`src/rtl/mul_pkg.sv`:
```
// Shared definitions for the multiplier rounding stage: default widths,
// rounding-mode encodings and the stage-1 register payload.
package mul_pkg;

    localparam int MUL_SIG_W = 48;  // normalized significand width
    localparam int MUL_OUT_W = 24;  // rounded significand width
    localparam int MUL_EXP_W = 10;  // biased exponent width

    typedef enum logic [2:0] {
        RND_RNE = 3'd0,  // nearest, ties to even
        RND_RTZ = 3'd1,  // toward zero
        RND_RDN = 3'd2,  // toward -inf
        RND_RUP = 3'd3,  // toward +inf
        RND_RMM = 3'd4   // nearest, ties away from zero
    } rnd_mode_e;

    // Everything stage 2 needs once the round decision has been made.
    typedef struct packed {
        logic [MUL_OUT_W-1:0] kept;
        logic                 inc;
        logic                 inexact;
        logic                 sign;
        logic [MUL_EXP_W-1:0] exp;
    } s1_payload_t;

endpackage

```
`src/rtl/mul_round_decide.sv`:
```
// Round-increment decision for one significand. Purely combinational.
// Encodings 5-7 fall back to round-to-nearest-even.
module mul_round_decide
    import mul_pkg::*;
(
    input  logic      lsb,      // kept[0]
    input  logic      guard,    // first discarded bit
    input  logic      sticky,   // OR of all lower discarded bits
    input  logic      sign,
    input  rnd_mode_e mode,
    output logic      inc,
    output logic      inexact
);

    // Select the increment for the requested rounding direction.
    always_comb begin
        // NOTE: every output gets a default before the case so no path leaves
        // it unassigned; a missing default here would infer a latch.
        inexact = guard | sticky;
        inc     = guard & (sticky | lsb);
        case (mode)
            RND_RTZ: inc = 1'b0;
            RND_RDN: inc = (guard | sticky) & sign;
            RND_RUP: inc = (guard | sticky) & ~sign;
            RND_RMM: inc = guard;
            default: inc = guard & (sticky | lsb);
        endcase
    end

endmodule

```
`src/rtl/mul_round_stage.sv`:
```
// Two-stage rounding pipeline behind the multiplier's normalizing shifter.
// Stage 1 splits the product into kept/guard/sticky and decides the increment;
// stage 2 applies it, corrects the exponent on carry-out and flags overflow.
// Full valid/ready backpressure on both sides.
// Optional: define MUL_ROUND_MODES_EN to add the rnd_mode input (RNE, RTZ,
// RDN, RUP, RMM); otherwise the stage always rounds to nearest even.
module mul_round_stage
    import mul_pkg::*;
#(
    parameter int WIDTH  = MUL_SIG_W,
    parameter int OWIDTH = MUL_OUT_W,
    parameter int EWIDTH = MUL_EXP_W,
    parameter int EMAX   = 255
) (
    input  logic              clk,
    input  logic              rst,
`ifdef MUL_ROUND_MODES_EN
    input  logic [2:0]        rnd_mode,
`endif
    input  logic              in_valid,
    output logic              in_ready,
    input  logic [WIDTH-1:0]  in_sig,
    input  logic              in_sticky,
    input  logic              in_sign,
    input  logic [EWIDTH-1:0] in_exp,
    output logic              out_valid,
    input  logic              out_ready,
    output logic [OWIDTH-1:0] out_sig,
    output logic [EWIDTH-1:0] out_exp,
    output logic              out_sign,
    output logic              out_inexact,
    output logic              out_ovf
);

    // Overflow threshold widened by one bit so the compare also sees the
    // exponent carry-out.
    localparam logic [EWIDTH:0] EMAX_W = (EWIDTH+1)'(EMAX);

    logic        s1_valid;
    logic        s2_valid;
    logic        s2_adv;
    logic        accept;
    s1_payload_t s1_q;
    s1_payload_t s1_d;

    // Field split of the incoming product.
    logic [OWIDTH-1:0] kept;
    logic              g_bit;
    logic              s_bit;
    logic              dec_inc;
    logic              dec_inexact;
    rnd_mode_e         mode;

    // Stage-2 arithmetic.
    logic [OWIDTH:0]   sum;
    logic [OWIDTH-1:0] sig_n;
    logic [EWIDTH:0]   exp_n;   // MSB is the wrap carry

    assign kept  = in_sig[WIDTH-1 -: OWIDTH];
    assign g_bit = in_sig[WIDTH-OWIDTH-1];
    assign s_bit = (|in_sig[WIDTH-OWIDTH-2:0]) | in_sticky;

`ifdef MUL_ROUND_MODES_EN
    assign mode = rnd_mode_e'(rnd_mode);
`else
    assign mode = RND_RNE;
`endif

    mul_round_decide u_decide (
        .lsb     (kept[0]),
        .guard   (g_bit),
        .sticky  (s_bit),
        .sign    (in_sign),
        .mode    (mode),
        .inc     (dec_inc),
        .inexact (dec_inexact)
    );

    // Handshake: stage 2 takes a beat when it is empty or draining; stage 1
    // can take a new beat when it is empty or emptying into stage 2.
    assign s2_adv    = s1_valid & (~s2_valid | out_ready);
    assign in_ready  = ~s1_valid | s2_adv;
    assign accept    = in_valid & in_ready;
    assign out_valid = s2_valid;

    // Assemble the stage-1 payload from the current input beat.
    always_comb begin
        s1_d         = '0;
        s1_d.kept    = kept;
        s1_d.inc     = dec_inc;
        s1_d.inexact = dec_inexact;
        s1_d.sign    = in_sign;
        s1_d.exp     = in_exp;
    end

    // Apply the increment; a carry-out renormalizes to 1.000... and bumps
    // the exponent, which is allowed to wrap.
    always_comb begin
        sum   = {1'b0, s1_q.kept} + (OWIDTH+1)'(s1_q.inc);
        sig_n = sum[OWIDTH-1:0];
        exp_n = {1'b0, s1_q.exp};
        if (sum[OWIDTH]) begin
            sig_n = {1'b1, {(OWIDTH-1){1'b0}}};
            exp_n = {1'b0, s1_q.exp} + (EWIDTH+1)'(1);
        end
    end

    // Occupancy of the two stages; reset discards any in-flight beats.
    always_ff @(posedge clk) begin
        // NOTE: state registers use non-blocking assignments so every flop
        // samples the pre-edge values regardless of statement order.
        if (rst) begin
            s1_valid <= 1'b0;
            s2_valid <= 1'b0;
        end else begin
            if (accept)      s1_valid <= 1'b1;
            else if (s2_adv) s1_valid <= 1'b0;

            if (s2_adv)         s2_valid <= 1'b1;
            else if (out_ready) s2_valid <= 1'b0;
        end
    end

    // Stage-1 data register, loaded on accept.
    always_ff @(posedge clk) begin
        // NOTE: data registers are reset too, so the outputs read as zero
        // after reset rather than showing stale values.
        if (rst)         s1_q <= '0;
        else if (accept) s1_q <= s1_d;
    end

    // Stage-2 output registers, loaded on advance and held while stalled.
    always_ff @(posedge clk) begin
        if (rst) begin
            out_sig     <= '0;
            out_exp     <= '0;
            out_sign    <= 1'b0;
            out_inexact <= 1'b0;
            out_ovf     <= 1'b0;
        end else if (s2_adv) begin
            out_sig     <= sig_n;
            out_exp     <= exp_n[EWIDTH-1:0];
            out_sign    <= s1_q.sign;
            out_inexact <= s1_q.inexact;
            out_ovf     <= exp_n[EWIDTH] | (exp_n >= EMAX_W);
        end
    end

endmodule
```
`config.mk`:
```
export PLATFORM = sky130hd
export DESIGN_NAME = mul_round_stage
export DESIGN_NICKNAME = d
export VERILOG_FILES = /design/src/rtl/mul_pkg.sv /design/src/rtl/mul_round_decide.sv /design/src/rtl/mul_round_stage.sv
export SDC_FILE = /design/constraint.sdc
export NUM_CORES = 1
export LEC_CHECK = 0
export ABC_AREA = 1
export BUFFER_PORTS_ARGS = -buffer_cell sky130_fd_sc_hd__buf_2
export CAP_MARGIN = 10
export CORE_UTILIZATION = 52
export DETAILED_ROUTE_END_ITERATION = 10
export GPL_ROUTABILITY_DRIVEN = 0
export PLACE_DENSITY = 0.79
export SLEW_MARGIN = 40
export SYNTH_ARGS = -nofsm -noshare
export SYNTH_HDL_FRONTEND = slang
export SYNTH_SLANG_ARGS = --single-unit
export TNS_END_PERCENT = 20
```
`constraint.sdc`:
```
create_clock -name clk -period 2.1 [get_ports clk]
set_clock_uncertainty 0.2 [all_clocks]
set_input_delay 0.315 -clock clk [delete_from_list [all_inputs] [get_ports clk]]
set_output_delay 0.315 -clock clk [all_outputs]
set_load 0.03 [all_outputs]
```
==> out/metrics.yaml <==
power:
  power_density_nw_per_um2: 771
  p_int_uw: 2640
  netSwitchingFraction: 0.251
  pwr-share-clk: 0.415
  seqPwrFrac: 0.454
  p_leak_uw: 0.00216
  p_comb_frac: 0.131
  ir_worst_vdd_v: 0.000452
  switchingPower_uw: 887
detailed_routing:
  wl_met2_um: 4520
  vias: 3752
  top_layer: "met4"
  wl_met3_um: 566
  wl_um: 9420
  drc: 0
  avgRoutedWirePerCell_um: 13.5
  drt-initial-drc-count: 254
  postRouteAntennaNets: 0
  dr.pass1.iters: 5
  wl_met1_um: 4190
  vias_per_cell: 5.38
synth:
  synthFlopType: "dfxtp_1"
  ys_warn_count: 0
  syn_inst: 509
  seq_area_frac_synth: 0.419
  avgSynthCellArea_um2: 7.13
  yosys.area_share.simple: 0.277
  synthAdderAreaFrac: 0.0103
  synthDistinctLibCells: 35
  ys_ff_latch: 76
  synth-xor-area-share: 0.0217
  async_flop_share: 0
  synth_top_family_by_area: "simple AND/OR/NAND/NOR gates"
  synthMuxAreaShare: 0
  synth_fp_nets: 576
  syn-cell-area_um2: 3630
  synth_compound_area_frac: 0.192
  synth-edff-count: 0
sta:
  slew_violations: 0
  worst_pin_slew_ns: 0.565
  finalSetupViolations: 0
  fin_crit_ns: 2.00
  rsz0062_at_grt: "false"
  max_freq_mhz: 501
  setup_ws_ns: 0.103
  max_slew_margin: 0.623
  hold_viol_final: 0
  period_share: 0.951
worst_setup_path:
  worstPathArrival_ns: 2.07
  critical_path_class: "flop to flop"
  critPathSlowestCell: "dfxtp_2"
  startpoint: "s1_q[12]$_SDFFE_PP0P_"
  end_kind: "flop"
  cp_cell_sequence: "ha_4, ha_4, nand2_2, nor2_4, nand2_4, nor2_8, buf_4, nand2_1, a21oi_1, o21ai_0, a21oi_1"
  reg2reg_from: "s1_q[12]$_SDFFE_PP0P_"
  cp_slowest_stage_delay_ns: 0.36
  cp_max_fo: 7
  crit_path_start_kind: "flop"
  critPathRequiredTime_ns: 2.17
grt:
  grt_pass1_wl_um: 15200
  grt_remaining_overflow: 0
  track_usage: 0.261
  grt_max_degree: 32
  grt_pass1_vias: 3395
  antenna_found_initial: 0
run:
  maxCapViolations: 0
final_layout:
  antenna_cells: 0
  final_core_util: 0.678
  fillers: 601
  design_area_um2: 4580
  fin_nets: 680
  drive_gt1_frac: 0.264
  area_growth_pct: 26.2
  fin_cells: 698
clocking:
  cts_tree: "done"
  htreeDepth: 3
  cts_sinks: 76
  cts_buffers: 9
  clk_pin_slew_worst_paths_ns: 0.08
  clock_latency_ns: 0.34
  ctsLongestPathBuffers: 2
  clock_tree.root_cell: "clkbuf_8"
die:
  initial_core_util: 0.537
  dieWidth_um: 85.5
  die-area_um2: 7320
  pin_count: 103
  die_y_um: 85.5
  core_um2: 6760
  num_rows: 30
placement:
  placed_area_um2: 4230
  dp_cells: 679
  io_buffers: 102
  dp_hpwl_um: 6940
  pre_cts_ws_ns: 0.00337
outcome:
  status: "completed"
worst_hold_path:
  min_path_type: "input port to flop"
  holdCritStartpoint: "in_sig[24]"
-- synthesized netlist by cell type (2+ instances only) --
cell type,number,area share
a21oi_1,60,0.083
a31oi_1,4,0.0069
clkbuf_1,18,0.019
dfxtp_1,76,0.42
ha_1,3,0.010
inv_1,49,0.051
nand2_1,90,0.093
nand2_2,9,0.016
nand2_4,4,0.012
nand3_1,30,0.041
nand4_1,5,0.0086
nor2_1,56,0.058
nor2_2,2,0.0034
nor2_4,3,0.0093
nor2_8,2,0.011
nor3_1,2,0.0028
nor4_1,6,0.010
o211ai_1,4,0.0083
o21ai_0,63,0.087
xor2_1,8,0.019
-- cells by family (layout without fill, tap and decap cells) --
| kind of cell | after synthesis | count (layout) |
|---|---|---|
| flip-flops | 76 | 76 |
| AO/OA/AOI/OAI | 134 | 134 |
| buffers and inverters | 73 | 182 |
| adder cells (fa/ha/maj) | 3 | 3 |
| XOR/XNOR | 9 | 9 |
| AND/OR/NAND/NOR | 214 | 214 |
-- worst paths after layout --
kind                                   end  slack (ns)  cells after the start
setup / recovery  out_sig[20]$_SDFFE_PP0P_        0.10                     11
hold / removal       s1_q[13]$_SDFFE_PP0P_        0.02                      3
setup reg to reg  out_sig[20]$_SDFFE_PP0P_        0.10                     11
hold reg to reg   out_sig[21]$_SDFFE_PP0P_        0.26                      2
-- layout make-up --
class,count,area [um^2],area share
tap,80,100,0.0219
multi-input combinational,360,1880,0.410
sequential,76,1520,0.333
clock inverter,4,120,0.0262
timing repair buffer,114,613,0.134
clock buffer,12,145,0.0317
inverter,52,200,0.0437
-- worst max-delay path: cells and delay by family, from the launching register on --
| kind | cells | cell delay (ns) |
|---|---|---|
| fa+ha+maj | 2 | 0.28 |
| buf+inv | 1 | 0.13 |
| simple gates | 5 | 0.55 |
| flops | 1 | 0.36 |
| compound gates | 3 | 0.39 |
-- power groups by stage --
stage	sequential, uW	combinational [uW]	clock (uW)
2_1_floorplan	1690	223	0
3_3_place_gp	1630	445	0
3_5_place_dp	1630	454	0
4_1_cts	1600	457	1470
5_1_grt	1610	511	1550
6_report	1600	464	1470
-- stage by stage --
stage                     power, uW  setup TNS [ns]  hold slack [ns]
final                          3530               0           0.0204
after global routing           3670               0           0.0225
after CTS                      3520         -0.0126           0.0216
after detailed placement       2080               0            0.255
after global placement         2070               0            0.251
after floorplan                1910               0            0.250
-- layer usage --
metal  GRT usage  vias up
met3      0.0568       14
met2       0.438      160
met5           0        -
met4      0.0727        0
met1       0.339     1690
li1            -     1888
-- cells in the final DEF (no fill, tap or decap), drive strengths merged, types with 4 or more instances in the layout --
master	instances
buf	114
nand2	103
dfxtp	76
o21ai	63
nor2	63
a21oi	61
inv	51
nand3	31
clkbuf	12
xor2	8
nor4	6
nand4	5
o211ai	4
a31oi	4
bufinv	4
-- registers in the layout (all words and copies together) (netlist names) --
signal       cells
s1_q            37
out_sig         24
out_exp         10
out_inexact      1
out_ovf          1
out_sign         1
out_valid        1
s1_valid         1
-- timing repair --
item	CTS	global route
buffers inserted	0	3
setup endpoints to repair	6	22
hold buffers	0	0
gates cloned	0	0
pin swaps	0	6
gates resized for setup	1	15
(Power assumes the default switching activity.)
